--- config.mk ---
export PLATFORM = sky130hd
export DESIGN_NAME = vga_draw_arbiter
export DESIGN_NICKNAME = d
export VERILOG_FILES = /design/src/rtl/vga_draw_arbiter.sv
export SDC_FILE = /design/constraint.sdc
export NUM_CORES = 1
export LEC_CHECK = 0
export BUFFER_PORTS_ARGS = -buffer_cell sky130_fd_sc_hd__buf_2
export CAP_MARGIN = 20
export CORE_MARGIN = 2
export CORE_UTILIZATION = 25
export DETAILED_ROUTE_END_ITERATION = 8
export PLACE_DENSITY = 0.41
export SETUP_SLACK_MARGIN = 0.4
export SLEW_MARGIN = 10
export SYNTH_ARGS = -nofsm -noshare
export SYNTH_HDL_FRONTEND = slang
export SYNTH_SLANG_ARGS = --single-unit
export TNS_END_PERCENT = 1
--- constraint.sdc ---
create_clock -name clk -period 2.65 [get_ports clk]
set_input_delay 0.265 -clock clk [delete_from_list [all_inputs] [get_ports clk]]
set_output_delay 0.265 -clock clk [all_outputs]
set_load 0.01 [all_outputs]
--- src/rtl/vga_draw_arbiter.sv ---
// Round-robin arbiter that shares the vga_example line-draw register port between NREQ requesters.
// It writes the winner's command snapshot into STAX..MODE, issues GO, then polls BUSY until the line is drawn.
module vga_draw_arbiter #(
    parameter int NREQ     = 2,
    parameter int SYNC_IRQ = 0,
    parameter int TIMEOUT  = 4096
) (
    input  logic              clk,
    input  logic              reset_n,
    input  logic [NREQ-1:0]   req,
    input  logic [8*NREQ-1:0] req_stax,
    input  logic [8*NREQ-1:0] req_stay,
    input  logic [8*NREQ-1:0] req_endx,
    input  logic [8*NREQ-1:0] req_endy,
    input  logic [8*NREQ-1:0] req_beam,
    output logic [NREQ-1:0]   gnt,
    output logic [NREQ-1:0]   done,
    output logic              active,
    output logic              timeout_err,
    output logic [2:0]        vga_address,
    output logic [7:0]        vga_write_data,
    output logic              vga_write,
    input  logic [7:0]        vga_read_data,
    input  logic              vga_irq
);

    typedef enum logic [3:0] {
        S_IDLE,
        S_GRANT,
        S_WAIT_IRQ,
        S_W_STAX,
        S_W_STAY,
        S_W_ENDX,
        S_W_ENDY,
        S_W_BEAM,
        S_W_GO,
        S_SETTLE,
        S_POLL,
        S_DONE
    } state_t;

    state_t          state, next_state;
    logic [1:0]      rr, win, cand;
    logic            found, any_req, busy, poll_last;
    logic [11:0]     poll_cnt;
    logic [7:0]      snap_stax, snap_stay, snap_endx, snap_endy, snap_beam;
    logic [NREQ-1:0] gnt_nxt, done_nxt;
    logic            active_nxt, err_nxt, write_nxt;
    logic [2:0]      addr_nxt;
    logic [7:0]      data_nxt;
    logic            unused_rd;

    function automatic logic [NREQ-1:0] onehot(input logic [1:0] idx);
        onehot = NREQ'(1) << idx;
    endfunction

    function automatic logic [7:0] field(input logic [8*NREQ-1:0] bus, input logic [1:0] idx);
        field = 8'(bus >> {idx, 3'b000});
    endfunction

    assign any_req   = |req;
    assign busy      = vga_read_data[0];
    assign unused_rd = ^vga_read_data[7:1];
    // Compare in 13 bits so TIMEOUT = 4096 is reachable by a 12-bit counter.
    assign poll_last = ({1'b0, poll_cnt} + 13'd1) == 13'(TIMEOUT);

    // Search upward from the last winner so a continuous requester cannot starve the others.
    always_comb begin
        win   = rr;
        cand  = rr;
        found = 1'b0;
        for (int k = 1; k <= NREQ; k++) begin
            cand = 2'((int'(rr) + k) % NREQ);
            if (!found && |(req & onehot(cand))) begin
                win   = cand;
                found = 1'b1;
            end
        end
    end

    always_ff @(posedge clk or negedge reset_n) begin
        if (!reset_n) begin
            state          <= S_IDLE;
            rr             <= 2'(NREQ - 1);
            poll_cnt       <= '0;
            gnt            <= '0;
            done           <= '0;
            active         <= 1'b0;
            timeout_err    <= 1'b0;
            vga_address    <= '0;
            vga_write_data <= '0;
            vga_write      <= 1'b0;
        end else begin
            state <= next_state;
            if (state == S_IDLE && any_req)
                rr <= win;
            if (state == S_SETTLE)
                poll_cnt <= '0;
            else if (state == S_POLL)
                poll_cnt <= poll_cnt + 12'd1;
            gnt            <= gnt_nxt;
            done           <= done_nxt;
            active         <= active_nxt;
            timeout_err    <= err_nxt;
            vga_address    <= addr_nxt;
            vga_write_data <= data_nxt;
            vga_write      <= write_nxt;
        end
    end

    // Command snapshot: requesters may change their fields once granted.
    always_ff @(posedge clk) begin
        if (state == S_IDLE && any_req) begin
            snap_stax <= field(req_stax, win);
            snap_stay <= field(req_stay, win);
            snap_endx <= field(req_endx, win);
            snap_endy <= field(req_endy, win);
            snap_beam <= field(req_beam, win);
        end
    end

    always_comb begin
        next_state = state;
        case (state)
            S_IDLE:     if (any_req) next_state = S_GRANT;
            S_GRANT:    next_state = (SYNC_IRQ != 0) ? S_WAIT_IRQ : S_W_STAX;
            S_WAIT_IRQ: if (vga_irq) next_state = S_W_STAX;
            S_W_STAX:   next_state = S_W_STAY;
            S_W_STAY:   next_state = S_W_ENDX;
            S_W_ENDX:   next_state = S_W_ENDY;
            S_W_ENDY:   next_state = S_W_BEAM;
            S_W_BEAM:   next_state = S_W_GO;
            S_W_GO:     next_state = S_SETTLE;
            S_SETTLE:   next_state = S_POLL;
            S_POLL:     if (!busy || poll_last) next_state = S_DONE;
            S_DONE:     next_state = S_IDLE;
            default:    next_state = S_IDLE;
        endcase
    end

    // Outputs are registered from next_state so the port shows the current phase with no extra lag.
    always_comb begin
        gnt_nxt    = '0;
        done_nxt   = '0;
        active_nxt = (next_state != S_IDLE);
        err_nxt    = timeout_err | (state == S_POLL && busy && poll_last);
        write_nxt  = 1'b0;
        addr_nxt   = 3'd0;
        data_nxt   = 8'h00;
        if (state == S_IDLE && any_req)
            gnt_nxt = onehot(win);
        if (next_state == S_DONE)
            done_nxt = onehot(rr);
        case (next_state)
            S_W_STAX: begin write_nxt = 1'b1; addr_nxt = 3'd0; data_nxt = snap_stax; end
            S_W_STAY: begin write_nxt = 1'b1; addr_nxt = 3'd1; data_nxt = snap_stay; end
            S_W_ENDX: begin write_nxt = 1'b1; addr_nxt = 3'd2; data_nxt = snap_endx; end
            S_W_ENDY: begin write_nxt = 1'b1; addr_nxt = 3'd3; data_nxt = snap_endy; end
            S_W_BEAM: begin write_nxt = 1'b1; addr_nxt = 3'd5; data_nxt = snap_beam; end
            S_W_GO:   begin write_nxt = 1'b1; addr_nxt = 3'd4; data_nxt = 8'h01;     end
            S_SETTLE, S_POLL: addr_nxt = 3'd4;
            default: ;
        endcase
    end

endmodule

==> flow_metrics.env, run 1 <==
export IMPL_status="completed"
export IMPL_dr_pass1_iters=4
export IMPL_ctsLongestPathBuffers=2
export IMPL_worst_pin_slew_ns=0.866
export IMPL_fin_crit_ns=1.99
export IMPL_p_seq_share_pct=40.4
export IMPL_die_w_um=125
export IMPL_rr_worst_depth=4
export IMPL_dp_cells=636
export IMPL_r2r_end="snap_stax[0]$_SDFFCE_PP0P_"
export IMPL_setup_viol=0
export IMPL_grt_first_pass_wirelength_um=15200
export IMPL_place_congestion=0.748
export IMPL_maxCapViolCount=0
export IMPL_port_buffers=103
export IMPL_drt_antenna_violating_nets=0
export IMPL_dpl_hpwl_um=6580
export IMPL_area_growth_pct=26.8
export IMPL_final_cell_mix="103 x buf_2, 91 x nand2_1, 50 x a21oi_1"
export IMPL_synthArstFlopShare_pct=47.4
export IMPL_timing_hold_violations_final=0
export IMPL_antenna_found_initial=0
export IMPL_grt_overflow=0
export IMPL_comb_power_share_pct=35.7
export IMPL_grtUsageTotal_pct=12.5
export IMPL_fin_area_sq_mm=0.00465
export IMPL_layout_commonest_cell="buf_2"
export IMPL_switching_share_pct=35.3
export IMPL_postSynthCellCount=366
export IMPL_cts_tree="built"
export IMPL_synth_compound_area_share_pct=16.5
export IMPL_synth_area_mux_share_pct=2.42
export IMPL_hp_class="in2async"
export IMPL_dpl_cell_area_sq_mm=0.00439
export IMPL_tns_ns=0
export IMPL_synth_distinct_cells=53
export IMPL_r2r_slack_ns=0.66
export IMPL_initial_core_util_pct=25.4
export IMPL_synth_top_family_by_area="simple AND/OR/NAND/NOR gates"
export IMPL_yosysWarnings=0
export IMPL_grt_max_degree=42
export IMPL_clock_sinks=76
export IMPL_drt_initial_drc_count=163
export IMPL_final_util_pct=32.2
export IMPL_boundaryPins=111
export IMPL_clockPowerShare_pct=23.8
export IMPL_avgViaCountPerCell=4.48
export IMPL_whs_ns=0.0538
export IMPL_clkTransAtPathRegs_ns=0.06
export IMPL_rsz0062_at_grt="no"
export IMPL_final_net_count=557
export IMPL_ys_ff_latch=76
export IMPL_route_detailed_drc=0
export IMPL_synth_main_ff_cell="edfxtp_1"
export IMPL_n_fill_cell=1520
export IMPL_ir_drop_v=0.000434
export IMPL_max_slew_margin_pct=42.3
export IMPL_h_tree_depth=3
export IMPL_via_count=2916
export IMPL_avgSynthCellArea_sq_um=10.0
export IMPL_r2r_start="state[3]$_DFF_PN0_"
export IMPL_clock_latency_ns=0.33
export IMPL_instances_no_fill=651
export IMPL_cellPowerDensity_mw_per_mm2=974
export IMPL_synthSimpleGateAreaFrac_pct=18.2
export IMPL_ys_seq_area_share_pct=57.4
export IMPL_wl_per_cell_um=14.4
export IMPL_grt_pass1_vias=2937
export IMPL_endpoint_kind="flop"
export IMPL_p_leak_uw=0.00201
export IMPL_post_cts_buffers=0
export IMPL_row_count=44
export IMPL_drv_slew=0
export IMPL_post_cts_resized=0
export IMPL_totalWireLength_um=9340
export IMPL_die_area_sq_mm=0.0157
export IMPL_root_buffer="clkbuf_16"
export IMPL_die_y_um=125
export IMPL_diodes=0
export IMPL_skew_ns=0.00383
export IMPL_intPower_uw=2930
export IMPL_worstSetupPathType="reg2reg"
export IMPL_arrival_ns=2.01
export IMPL_critPathLaunchType="flop"
export IMPL_cts_buffers_inserted=9
export IMPL_synth_edf_count=40
export IMPL_yosys_area_share_xor_xnor_pct=1.19
export IMPL_critPathMaxFanout=40
export IMPL_post_route_period_util_pct=75.2
export IMPL_final_layout_size_suffix_gt1_share_pct=30.2
export IMPL_max_freq_mhz=502
export IMPL_cp_required_ns=2.67
export IMPL_synth_nets=460
export IMPL_ctsHoldBuffers=0
export IMPL_core_sq_mm=0.0144
export IMPL_p_switching_uw=1600
export IMPL_synth_area_sq_mm=0.00367
export IMPL_synth_adder_area_share_pct=0.341
-- logic make-up (layout without fill, tap and decap cells) --
group,Yosys count,in the layout
simple gates,146,146
compound gates,98,98
flops,76,76
buf+inv,32,133
mux,8,8
xor+xnor,5,5
fa+ha+maj,1,1
-- worst max-delay path, stage by stage (launching register included) --
cell	delay, ns
dfrtp_1	0.53
nor4_1	0.33
o21ai_0	0.36
clkinvlp_4	0.20
buf_12	0.22
-- layer usage --
layer	share of wire (%)	routed length, um	GRT usage, %
met1	45	4210	15.5
met2	48	4450	20.3
met3	5.9	553	4.66
met4	1.4	127	3.53
met5	0	0	0
-- power groups by stage --
stage | clock network, uW | logic, uW | registers [uW]
after CTS | 1110 | 1670 | 1840
final | 1080 | 1620 | 1830
after global routing | 1150 | 1840 | 1880
after detailed placement | 0 | 1660 | 1860
after floorplan | 0 | 1110 | 1840
after global placement | 0 | 1650 | 1860
-- state kept, by name, indices dropped and copies added (netlist names), 4 cells and up --
signal          count
snap_endx           8
snap_endy           8
snap_stax           8
snap_beam           8
vga_write_data      8
poll_cnt           12
snap_stay           8
state               4
-- cell type report --
cell class	instances	area (sq um)	area share, %
clock inverter	5	28.8	0.619
tap	184	230	4.95
inverter	6	26.3	0.565
sequential	76	2100	45.2
timing repair buffer	112	596	12.8
multi-input combinational	258	1440	30.9
clock buffer	10	229	4.92
-- how the worst max path moves through the flow --
stage,start,end,depth (start not counted)
after floorplan,state[1]$_DFF_PN0_,snap_beam[0]$_SDFFCE_PP0P_,4
after global placement,state[3]$_DFF_PN0_,snap_stay[5]$_SDFFCE_PP0P_,4
after detailed placement,state[3]$_DFF_PN0_,snap_stay[5]$_SDFFCE_PP0P_,4
after CTS,state[3]$_DFF_PN0_,snap_beam[5]$_SDFFCE_PP0P_,4
after global routing,state[3]$_DFF_PN0_,snap_stax[0]$_SDFFCE_PP0P_,4
final,state[3]$_DFF_PN0_,snap_stax[0]$_SDFFCE_PP0P_,4
-- Yosys cell counts (all sizes together) (2+ instances only) --
master	number	share of area, %
a21oi	51	7.0
a31oi	2	0.34
nand4	3	0.51
dfrtp	35	24
nor2b	2	0.34
a22oi	9	1.8
and4	2	0.55
and3	3	0.51
nand3	6	0.82
inv	6	0.61
buf	11	1.8
a21o	2	0.41
mux2	7	2.1
edfxtp	40	33
xor2	3	0.72
nor2	19	1.9
a211oi	3	0.89
nand2b	3	0.51
nor4	3	0.68
o21ai	15	2.0
a221o	7	1.9
nand2	91	9.3
clkbuf	15	1.5
nor3	2	0.41
or3	3	0.51
xnor2	2	0.48
-- through the flow --
| stage | power (uW) | setup slack [ns] |
|---|---|---|
| 6_report | 4530 | 0.657 |
| 3_5_place_dp | 3520 | 0.641 |
| 5_1_grt | 4870 | 0.409 |
| 3_3_place_gp | 3500 | 0.685 |
| 2_1_floorplan | 2940 | 0.556 |
| 4_1_cts | 4630 | 0.641 |
Power figures use the tool's default switching activity.
==> inputs of run 2 (changes only) <==
==> constraint.sdc (replaced) <==
create_clock -name clk -period 2.1 [get_ports clk]
set_input_delay 0.21 -clock clk [delete_from_list [all_inputs] [get_ports clk]]
set_output_delay 0.21 -clock clk [all_outputs]
set_load 0.01 [all_outputs]
==> flow_metrics.env, run 2 (synthesis results as in run 1) <==
export IMPL_initial_core_util_pct=25.4
export IMPL_final_cell_mix="103 x buf_2, 91 x nand2_1, 50 x a21oi_1"
export IMPL_multiInputGateArea_sq_mm=0.00148
export IMPL_route_detailed_drc=0
export IMPL_wl_per_cell_um=14.5
export IMPL_power_uw=6070
export IMPL_port_buffers=103
export IMPL_grt_first_pass_wirelength_um=15400
export IMPL_r2r_start="poll_cnt[0]$_DFFE_PN0P_"
export IMPL_core_sq_mm=0.0144
export IMPL_critPathLaunchType="flop"
export IMPL_rr_worst_depth=5
export IMPL_area_growth_pct=32.0
export IMPL_clock_latency_ns=0.33
export IMPL_cts_tree="built"
export IMPL_antenna_found_initial=0
export IMPL_grt_pass1_vias=2950
export IMPL_n_fill_cell=1504
export IMPL_die_w_um=125
export IMPL_grtUsageTotal_pct=12.4
export IMPL_fin_crit_ns=1.72
export IMPL_layout_commonest_cell="buf_2"
export IMPL_failed_checks="hold timing"
export IMPL_maxCapViolCount=0
export IMPL_startpoint="poll_cnt[0]$_DFFE_PN0P_"
export IMPL_r2r_end="vga_address[2]$_DFF_PN0_"
export IMPL_endpoint_kind="flop"
export IMPL_hp_class="in2async"
export IMPL_whs_ns=-0.00824
export IMPL_final_layout_size_suffix_gt1_share_pct=34.5
export IMPL_max_slew_margin_pct=42.0
export IMPL_ctsHoldBuffers=0
export IMPL_timing_hold_violations_final=10
export IMPL_tns_ns=0
export IMPL_cts_buffers_inserted=9
export IMPL_post_route_period_util_pct=81.9
export IMPL_cp_required_ns=2.31
export IMPL_boundaryPins=111
export IMPL_post_place_ws_ns=0.269
export IMPL_drt_antenna_violating_nets=0
export IMPL_ir_drop_v=0.000580
export IMPL_worst_slack_ns=0.380
export IMPL_status="finished, violations left"
export IMPL_r2r_slack_ns=0.38
export IMPL_dpl_hpwl_um=6560
export IMPL_top_register="poll_cnt"
export IMPL_root_buffer="clkbuf_16"
export IMPL_die_y_um=125
export IMPL_arrival_ns=1.93
export IMPL_dr_pass1_iters=4
export IMPL_max_freq_mhz=582
export IMPL_worstSetupPathType="reg2reg"
export IMPL_p_leak_uw=0.00211
export IMPL_clkTransAtPathRegs_ns=0.05
export IMPL_regArea_sq_mm=0.00211
export IMPL_cp_endpoint="vga_address[2]$_DFF_PN0_"
export IMPL_grt_overflow=0
export IMPL_drt_initial_drc_count=178
export IMPL_final_net_count=570
export IMPL_via_count=3012
export IMPL_critPathMaxFanout=6
export IMPL_ctsLongestPathBuffers=2
export IMPL_die_area_sq_mm=0.0157
export IMPL_place_congestion=0.726
export IMPL_largest_reg_flops=12
export IMPL_skew_ns=0.00571
export IMPL_row_count=44
export IMPL_worst_pin_slew_ns=0.870
export IMPL_clock_sinks=76
export IMPL_drv_slew=0
export IMPL_cellPowerDensity_mw_per_mm2=1250
export IMPL_rsz0062_at_grt="yes"
export IMPL_setup_viol=0
export IMPL_h_tree_depth=3
export IMPL_avgViaCountPerCell=4.53
export IMPL_totalWireLength_um=9650
export IMPL_grt_max_degree=42
export IMPL_diodes=0
## run 2: changes by cell type in the layout (fill, tap and decap cells not counted), moves of 2 or more
| cell | delta |
|---|---|
| buf_4 | +9 |
| dfrtp_2 | +4 |
| dfrtp_1 | -4 |
| buf_12 | +2 |
## run 2: critical path, cell delays in order (launching register included)
cell and delay [ns]:
dfrtp_1 0.39, ha_2 0.22, and4_4 0.27, and4_4 0.26
nand4_1 0.09, a311o_1 0.36
## run 2: timing repair
item | 4_1_cts | 5_1_grt
gates cloned | 0 | 1
gates resized for setup | 4 | 8
buffers inserted | 0 | 10
pin swaps | 0 | 1
setup endpoints to repair | 58 | 71
## run 2: worst min path at each step
| stage | startpoint | to | slack (ns) | cells after the start |
|---|---|---|---|---|
| 2_1_floorplan | reset_n | active$_DFF_PN0_ | -0.09 | 0 |
| 3_3_place_gp | reset_n | done[0]$_DFF_PN0_ | 0.37 | 1 |
| 3_5_place_dp | reset_n | poll_cnt[1]$_DFFE_PN0P_ | 0.39 | 1 |
| 4_1_cts | reset_n | gnt[0]$_DFF_PN0_ | 0.03 | 1 |
| 5_1_grt | reset_n | gnt[0]$_DFF_PN0_ | 0.07 | 1 |
| 6_report | reset_n | poll_cnt[1]$_DFFE_PN0P_ | -0.008 | 1 |
## run 2: final cells by class
class | count | area share [%]
tap | 184 | 4.75
inverter | 6 | 0.543
clock inverter | 5 | 0.620
multi-input combinational | 258 | 30.5
sequential | 76 | 43.5
clock buffer | 11 | 4.81
timing repair buffer | 125 | 15.3
## run 2: power breakdown
part | switching [uW] | internal (uW)
clock | 575 | 794
sequential | 287 | 2100
combinational | 1260 | 1050
total | 2130 | 3950
## run 2: routing by layer
layer / routed length, um / vias to the layer above / global-route usage, %
li1: - / 1526 / -
met3: 536 / 8 / 3.42
met1: 4430 / 1393 / 16.4
met4: 115 / 0 / 3.73
met2: 4570 / 85 / 20.1
met5: 0 / - / 0
## run 2: through the flow
stage	hold WS (ns)	cells	area, sq um	utilization, %
detailed placement	0.390	638	4440	30.8
finish	-0.00824	665	4840	33.6
floorplan	-0.0856	366	3700	-
global route	0.0680	665	4840	33.6
global placement	0.375	638	4440	30.8
CTS	0.0320	654	4710	32.7
==> inputs of run 3 (changes only) <==
--- a/config.mk
+++ b/config.mk
@@ -10,7 +10,7 @@
 export CORE_MARGIN = 2
 export CORE_UTILIZATION = 25
 export DETAILED_ROUTE_END_ITERATION = 8
-export PLACE_DENSITY = 0.41
+export PLACE_DENSITY = 0.42
 export SETUP_SLACK_MARGIN = 0.4
 export SLEW_MARGIN = 10
 export SYNTH_ARGS = -nofsm -noshare
==> constraint.sdc (replaced) <==
create_clock -name clk -period 1.5 [get_ports clk]
set_input_delay 0.15 -clock clk [delete_from_list [all_inputs] [get_ports clk]]
set_output_delay 0.15 -clock clk [all_outputs]
set_load 0.01 [all_outputs]
==> flow_metrics.env, run 3 (synthesis results as in run 1) <==
export IMPL_worstSetupPathType="reg2reg"
export IMPL_status="finished, violations left"
export IMPL_clock_sinks=76
export IMPL_place_congestion=0.745
export IMPL_setup_viol=49
export IMPL_boundaryPins=111
export IMPL_cts_tree="built"
export IMPL_layout_commonest_cell="buf_2"
export IMPL_h_tree_depth=3
export IMPL_cts_buffers_inserted=9
export IMPL_drt_antenna_violating_nets=0
export IMPL_cellPowerDensity_mw_per_mm2=1750
export IMPL_dpl_hpwl_um=7180
export IMPL_grtUsageTotal_pct=13.5
export IMPL_port_buffers=103
export IMPL_diodes=0
export IMPL_ctsLongestPathBuffers=2
export IMPL_post_route_period_util_pct=105
export IMPL_p_leak_uw=0.00249
export IMPL_critPathMaxFanout=7
export IMPL_antenna_found_initial=0
export IMPL_initial_core_util_pct=25.4
export IMPL_die_w_um=125
export IMPL_dp_cells=673
export IMPL_drv_slew=0
export IMPL_grt_max_degree=41
export IMPL_largest_reg_flops=12
export IMPL_die_area_sq_mm=0.0157
export IMPL_grt_overflow=0
export IMPL_via_count=3181
export IMPL_final_cell_mix="104 x buf_2, 44 x nand2_1, 43 x buf_4"
export IMPL_area_growth_pct=53.3
export IMPL_grt_first_pass_wirelength_um=16700
export IMPL_totalWireLength_um=10100
export IMPL_tns_ns=-2.48
export IMPL_avgViaCountPerCell=4.55
export IMPL_wl_per_cell_um=14.4
export IMPL_row_count=44
export IMPL_failed_checks="setup timing"
export IMPL_n_fill_cell=1471
export IMPL_worst_slack_ns=-0.0776
export IMPL_rsz0062_at_grt="yes"
export IMPL_cp_required_ns=1.75
export IMPL_fin_crit_ns=1.58
export IMPL_skew_ns=0.00503
export IMPL_dr_pass1_iters=4
export IMPL_grt_pass1_vias=3365
export IMPL_die_y_um=125
export IMPL_worst_pin_slew_ns=0.485
export IMPL_max_slew_margin_pct=67.7
export IMPL_ir_drop_v=0.000735
export IMPL_root_buffer="clkbuf_16"
export IMPL_post_place_ws_ns=-0.183
export IMPL_final_util_pct=39.0
export IMPL_route_detailed_drc=0
export IMPL_critPathLaunchType="flop"
export IMPL_final_net_count=604
export IMPL_top_register="poll_cnt"
export IMPL_hp_class="in2reg"
export IMPL_final_layout_size_suffix_gt1_share_pct=54.6
export IMPL_arrival_ns=1.83
export IMPL_core_sq_mm=0.0144
export IMPL_max_freq_mhz=634
export IMPL_clkTransAtPathRegs_ns=0.06
export IMPL_clock_latency_ns=0.34
export IMPL_drt_initial_drc_count=121
export IMPL_maxCapViolCount=0
export IMPL_instances_no_fill=699
export IMPL_timing_hold_violations_final=0
export IMPL_endpoint_kind="flop"
==> run 3: worst paths after layout <==
path                            slack (ns)                  endpoint  cells past startpoint                  start
worst max-delay path                 -0.08  poll_cnt[11]$_DFFE_PN0P_                      6     state[0]$_DFF_PN0_
worst min-delay path                  0.10     timeout_err$_DFF_PN0_                      2       vga_read_data[0]
worst max register to register       -0.08  poll_cnt[11]$_DFFE_PN0P_                      6     state[0]$_DFF_PN0_
worst min register to register        0.46     timeout_err$_DFF_PN0_                      1  timeout_err$_DFF_PN0_
max in group asynchronous             0.74        state[0]$_DFF_PN0_                      3                reset_n
min in group asynchronous             0.40  poll_cnt[10]$_DFFE_PN0P_                      3                reset_n
==> run 3: per-layer routing <==
layer / track usage [%] / part of all wire, % / vias up
met5: 0 / 0 / -
met4: 3.33 / 1.0 / 0
met3: 3.98 / 4.9 / 8
met2: 22.6 / 49 / 80
met1: 17.2 / 45 / 1507
li1: - / - / 1586
==> run 3: repair_timing <==
action / 4_1_cts / 5_1_grt
endpoints found under the hold margin: 35 / 0
endpoints found under the setup margin: 115 / 115
setup buffers: 4 / 4
gates cloned: 0 / 1
resized for setup: 115 / 21
hold buffers: 1 / 0
pin swaps: 58 / 4
==> run 3: final cells by class <==
type / instances / area [sq um] / share of cell area (%)
multi-input combinational: 258 / 1900 / 33.9
sequential: 76 / 2110 / 37.5
timing repair buffer: 159 / 1040 / 18.5
inverter: 6 / 26.3 / 0.467
tap: 184 / 230 / 4.10
clock inverter: 6 / 87.6 / 1.56
clock buffer: 10 / 229 / 4.07
==> run 3: power by group <==
part           internal (uW)  switching [uW]  total [uW]  leakage (uW)
clock network           1460             853        2310      0.000147
logic                   2010            2270        4290       0.00150
registers               2940             298        3240      0.000840
total                   6410            3420        9830       0.00249
==> run 3: stage by stage <==
| stage | hold WS, ns | instance area [sq um] | total power [uW] |
|---|---|---|---|
| after floorplan | -0.146 | 3700 | 5290 |
| after global placement | 0.240 | 4760 | 6830 |
| after detailed placement | 0.247 | 4760 | 6860 |
| after CTS | 0.0965 | 5510 | 9780 |
| after global routing | 0.122 | 5620 | 10500 |
| final | 0.103 | 5620 | 9830 |
==> run 3: critical path, cell delays in order (launching register included) <==
cell and delay [ns]:
dfrtp_2 0.46, buf_6 0.16, nand4bb_1 0.22, nor3_2 0.21, buf_4 0.17, a31oi_1 0.09, a31oi_1 0.18
